## config.mk

```make
export PLATFORM = sky130hd
export DESIGN_NAME = sort4_ctrl
export DESIGN_NICKNAME = d
export VERILOG_FILES = /design/src/rtl/sort4_ctrl.sv
export SDC_FILE = /design/constraint.sdc
export NUM_CORES = 1
export LEC_CHECK = 0
export ABC_CLOCK_PERIOD_IN_PS = 4200
export CORE_MARGIN = 2
export CORE_UTILIZATION = 40
export DETAILED_ROUTE_END_ITERATION = 10
export GPL_TIMING_DRIVEN = 1
export PLACE_DENSITY = 0.64
export SLEW_MARGIN = 15
export SYNTH_ARGS = -nofsm -noshare
export SYNTH_HDL_FRONTEND = slang
export SYNTH_SLANG_ARGS = --single-unit
```

## constraint.sdc

```tcl
create_clock -name clk -period 4.2 [get_ports clk]
set_clock_uncertainty 0.1 [all_clocks]
set_input_delay 0.84 -clock clk [delete_from_list [all_inputs] [get_ports clk]]
set_output_delay 0.84 -clock clk [all_outputs]
set_load 0.1 [all_outputs]
```

## src/rtl/sort4_ctrl.sv

```systemverilog
// sort4_ctrl -- sequential bubble sort of four 3-bit elements.
//
// A single shared 3-bit comparator steps through adjacent pairs. Pass 0
// compares (0,1),(1,2),(2,3), pass 1 compares (0,1),(1,2), and pass 2
// compares (0,1). A pair swaps only when the left element is strictly
// greater, so equal values keep their original order.
//
// Ports
//   clk       : system clock, rising edge
//   rst_n     : synchronous active-low reset
//   start     : load data_in and begin a sort (accepted only in IDLE)
//   data_in   : four 3-bit elements, element i at [3i+2:3i]
//   busy      : high while compare cycles are running
//   done      : one-cycle pulse, dout holds the sorted result
//   dout      : {r3,r2,r1,r0}, ascending once sorted
//   swap_cnt  : number of swaps in the current or most recent sort
//
// Build option
//   SORT4_EARLY_EXIT_EN : when defined, a pass that performs no swaps ends
//                         the sort immediately.

module comparator_3bit (
    input  logic [2:0] A,
    input  logic [2:0] B,
    output logic       GT,
    output logic       EQ,
    output logic       LT
);
    assign GT = (A > B);
    assign EQ = (A == B);
    assign LT = (A < B);
endmodule

module sort4_ctrl (
    input  logic        clk,
    input  logic        rst_n,
    input  logic        start,
    input  logic [11:0] data_in,
    output logic        busy,
    output logic        done,
    output logic [11:0] dout,
    output logic [2:0]  swap_cnt
);
    typedef enum logic [1:0] {IDLE, CMP, DONE} state_t;

    state_t     state_q, state_d;
    logic [2:0] r_q [4];
    logic [2:0] r_d [4];
    logic [1:0] pass_q, pass_d;
    logic [1:0] idx_q, idx_d;
    logic [2:0] swap_cnt_q, swap_cnt_d;
    logic       pass_swp_q, pass_swp_d;   // a swap has occurred in this pass
    logic       busy_q, busy_d;
    logic       done_q, done_d;

    logic [1:0] idx_p1;
    logic [1:0] idx_last;
    logic       cmp_gt, cmp_eq, cmp_lt;
    logic       do_swap;

    assign idx_p1   = idx_q + 2'd1;
    assign idx_last = 2'd2 - pass_q;

    comparator_3bit u_cmp (
        .A  (r_q[idx_q]),
        .B  (r_q[idx_p1]),
        .GT (cmp_gt),
        .EQ (cmp_eq),
        .LT (cmp_lt)
    );

    // Swap only on a clean "greater" result. Requiring EQ and LT to be low
    // also guarantees that equal elements are never reordered.
    assign do_swap = cmp_gt & ~(cmp_eq | cmp_lt);

    always_comb begin
        state_d    = state_q;
        r_d        = r_q;
        pass_d     = pass_q;
        idx_d      = idx_q;
        swap_cnt_d = swap_cnt_q;
        pass_swp_d = pass_swp_q;

        case (state_q)
            IDLE: begin
                if (start) begin
                    for (int i = 0; i < 4; i++) r_d[i] = data_in[3*i +: 3];
                    swap_cnt_d = 3'd0;
                    pass_d     = 2'd0;
                    idx_d      = 2'd0;
                    pass_swp_d = 1'b0;
                    state_d    = CMP;
                end
            end
            CMP: begin
                if (do_swap) begin
                    r_d[idx_q]  = r_q[idx_p1];
                    r_d[idx_p1] = r_q[idx_q];
                    // Six swaps is the most any 4-element sort can need;
                    // saturating keeps the counter from ever wrapping.
                    if (swap_cnt_q < 3'd6) swap_cnt_d = swap_cnt_q + 3'd1;
                    pass_swp_d = 1'b1;
                end
                if (idx_q == idx_last) begin
                    idx_d      = 2'd0;
                    pass_swp_d = 1'b0;
                    if (pass_q == 2'd2) begin
                        pass_d  = 2'd0;
                        state_d = DONE;
                    end
`ifdef SORT4_EARLY_EXIT_EN
                    else if (!(pass_swp_q | do_swap)) begin
                        pass_d  = 2'd0;
                        state_d = DONE;
                    end
`endif
                    else begin
                        pass_d = pass_q + 2'd1;
                    end
                end else begin
                    idx_d = idx_p1;
                end
            end
            DONE: begin
                state_d = IDLE;
            end
            default: begin
                state_d = IDLE;
            end
        endcase

        busy_d = (state_d == CMP);
        done_d = (state_d == DONE);
    end

    always_ff @(posedge clk) begin
        if (!rst_n) begin
            state_q    <= IDLE;
            r_q        <= '{default: 3'd0};
            pass_q     <= 2'd0;
            idx_q      <= 2'd0;
            swap_cnt_q <= 3'd0;
            pass_swp_q <= 1'b0;
            busy_q     <= 1'b0;
            done_q     <= 1'b0;
        end else begin
            state_q    <= state_d;
            r_q        <= r_d;
            pass_q     <= pass_d;
            idx_q      <= idx_d;
            swap_cnt_q <= swap_cnt_d;
            pass_swp_q <= pass_swp_d;
            busy_q     <= busy_d;
            done_q     <= done_d;
        end
    end

    assign busy     = busy_q;
    assign done     = done_q;
    assign swap_cnt = swap_cnt_q;
    assign dout     = {r_q[3], r_q[2], r_q[1], r_q[0]};
endmodule

```

==> results.sh <==
export IMPL_status="finished, final reports clean"
export IMPL_grt_pass1_vias=1306
export IMPL_finalWirelength_mm=3.654
export IMPL_min_delay_path_class="reg -> reg"
export IMPL_clk_pin_slew_ns=0.08
export IMPL_dr_total_vias=1354
export IMPL_start_kind="flop"
export IMPL_h_tree_depth=1
export IMPL_synth_compound_area_share_pct=17.66
export IMPL_syn_inst=168
export IMPL_clkLatencyLatePin_ns=0.27
export IMPL_postSynthRegisterBits=23
export IMPL_avgSynthCellArea_um2=8.855
export IMPL_clkSinkCount=23
export IMPL_dpl_cell_count=242
export IMPL_synth_simple_area_share_pct=19.26
export IMPL_finalSetupViolations=0
export IMPL_cts_hold_buf=0
export IMPL_power_density_mw_per_mm2=360.4
export IMPL_synth_seq_area_share_pct=30.95
export IMPL_synthAdderAreaFrac_pct=9.251
export IMPL_synth_most_common_cell="nor2_1"
export IMPL_syn_cell_area_mm2=0.001488
export IMPL_antenna_found_initial=0
export IMPL_fp_dieArea_mm2=0.004223
export IMPL_gp_congestion=0.9015
export IMPL_dr_first_iter_drc_count=50
export IMPL_startpoint="idx_q[1]$_SDFFE_PN0P_"
export IMPL_die_h_um=64.99
export IMPL_fin_crit_ns=3.031
export IMPL_hpwlAfterDp_mm=2.754
export IMPL_cts_setup_buffers=0
export IMPL_maxSlewViolCount=0
export IMPL_cp_endpoint="swap_cnt[2]$_SDFFE_PN0P_"
export IMPL_fp_dieW_um=64.99
export IMPL_antenna_left=0
export IMPL_path_max_fanout=8
export IMPL_vias_per_cell=5.504
export IMPL_p_leak_nw=0.7147
export IMPL_whs_ns=0.3983
export IMPL_worst_r2r_path_depth=10
export IMPL_synth_edf_count=0
export IMPL_worstMarginPinSlew_ns=1.000
export IMPL_synth_common_cells="nor2_1 (48), dfxtp_1 (23), a221oi_1 (12), mux2i_1 (12), ha_1 (11)"
export IMPL_synth_cell_types=28
export IMPL_wl_per_cell_um=14.85
export IMPL_ctsLongestPathBuffers=2
export IMPL_dr_pass1_iters=4
export IMPL_num_rows=22
export IMPL_fin_crit_sh_pct=72.16
export IMPL_cts_root_buf="clkbuf_8"
export IMPL_gr_usage_all_layers_pct=19.82
export IMPL_cts_resized_gates=0
export IMPL_drive_above_1_share_pct=8.081
export IMPL_synth_nets=194
export IMPL_antenna_cells=0
export IMPL_synth_top_area_share_pct=30.95
export IMPL_hold_violations=0
export IMPL_port_buffers=31
export IMPL_tns_ns=0
export IMPL_ys_warn_count=0
export IMPL_synth_top_family_by_area="simple AND/OR/NAND/NOR gates"
export IMPL_vdd_ir_drop_max_v=0.0002045
export IMPL_worst_setup_path_type="reg -> reg"
export IMPL_synth_area_leaders="dfxtp_1 (31%), nor2_1 (12%), ha_1 (9.3%), mux4_2 (9.1%), mux2i_1 (8.1%)"
export IMPL_cts_buffers=3
export IMPL_finalPower_mw=0.6796
export IMPL_drc_errors=0
export IMPL_drv_cap=0
export IMPL_synth_top_area_cell="dfxtp_1"
export IMPL_crit_arrival_ns=3.14
export IMPL_grt_max_degree=22
export IMPL_initial_core_util_pct=41.26
export IMPL_whs_path_depth=2
export IMPL_layout_cells_non_filler=246
export IMPL_worstReg2RegEnd="swap_cnt[2]$_SDFFE_PN0P_"
export IMPL_timing_rr_start="idx_q[1]$_SDFFE_PN0P_"
export IMPL_synthXorXnorAreaFrac_pct=1.766
export IMPL_area_growth_pct=26.75
export IMPL_setup_ws_ns=1.169
export IMPL_synth_mux_area_fraction_pct=17.16
export IMPL_max_freq_mhz=329.9
export IMPL_cts_tree="yes"
export IMPL_ff2ff_setup_slack_ns=1.17
export IMPL_async_flop_share_pct=0
export IMPL_grt_overflow=0
export IMPL_synthFlopType="dfxtp_1"
export IMPL_post_route_util_pct=52.29
export IMPL_end_kind="flop"
export IMPL_postPlaceCellArea_mm2=0.001841
export IMPL_nNetsFinal=225
export IMPL_final_cell_area_mm2=0.001886
export IMPL_core_area_mm2=0.003606
export IMPL_io_pins=32
export IMPL_pre_cts_slack_ns=1.199
export IMPL_relSlewSlack_pct=33.19
export IMPL_required_ns=4.30
export IMPL_grt_pass1_wl_mm=6.410
export IMPL_rsz0062_at_grt="false"
-- logic make-up after synthesis --
group / count (synthesis)
and+or+nand+nor: 67
xor gates and xnor gates: 3
muxes: 18
buffers and inverters: 15
DFF: 23
AOI/OAI and AO/OA: 31
adders and majority gates: 11
-- power breakdown --
part           switching, mW  internal [mW]  total [mW]
sequential            0.0170          0.234       0.251
clock                 0.0704         0.0678       0.138
combinational          0.191         0.0998       0.291
-- layer usage --
metal	global-route usage (%)	up-vias	wire length, um
li1	-	660	-
met4	7.979	0	63
met1	27.56	658	1760
met3	2.951	5	162
met2	30.67	31	1667
met5	0	-	0
-- area by class of cell --
type | count | area (um^2)
inverters | 9 | 33.78
multi-input cells | 130 | 968.4
repair buffers | 32 | 317.8
flip-flops and latches | 23 | 460.4
fillers | 353 | 1720
clock buffers | 4 | 45.04
well taps | 48 | 60.06
-- worst min path at each step --
| stage | from | to | slack, ns |
|---|---|---|---|
| after floorplan | pass_q[1]$_SDFFE_PN0P_ | pass_q[1]$_SDFFE_PN0P_ | 0.41 |
| after detailed placement | swap_cnt[1]$_SDFFE_PN0P_ | swap_cnt[1]$_SDFFE_PN0P_ | 0.39 |
| after global placement | swap_cnt[1]$_SDFFE_PN0P_ | swap_cnt[1]$_SDFFE_PN0P_ | 0.37 |
| after CTS | swap_cnt[1]$_SDFFE_PN0P_ | swap_cnt[1]$_SDFFE_PN0P_ | 0.40 |
| final | swap_cnt[1]$_SDFFE_PN0P_ | swap_cnt[1]$_SDFFE_PN0P_ | 0.40 |
| after global routing | swap_cnt[1]$_SDFFE_PN0P_ | swap_cnt[1]$_SDFFE_PN0P_ | 0.43 |
-- worst max-delay path, cell delays in order (launching register included) --
cell,delay (ns)
dfxtp_1,0.50
inv_1,0.11
ha_1,0.38
mux4_2,0.40
inv_1,0.08
ha_1,0.23
and3_1,0.18
a211o_4,0.31
o21a_4,0.23
or3_1,0.31
a21oi_1,0.14
-- placed cells by master (no fill, tap or decap), types with 2 or more instances in the layout --
master and n:
ha_1 11, nor2b_1 5, nor2_1 48, nand3b_1 2, nor3_1 4, a21oi_1 4
inv_1 9, mux4_2 6, a311oi_1 2, xor2_1 2, a221oi_1 12, clkbuf_8 3
nand2_1 4, clkdlybuf4s50_1 31, mux2i_1 12, o2bb2ai_1 2, o21ai_2 4, a22oi_1 3
dfxtp_1 23
-- registers in the layout, summed over array words and instances (netlist names) --
register,flops
busy,1
dout,12
done,1
state_q,2
idx_q,2
pass_q,2
swap_cnt,3
Note: power is estimated with default switching activity, not from simulation.
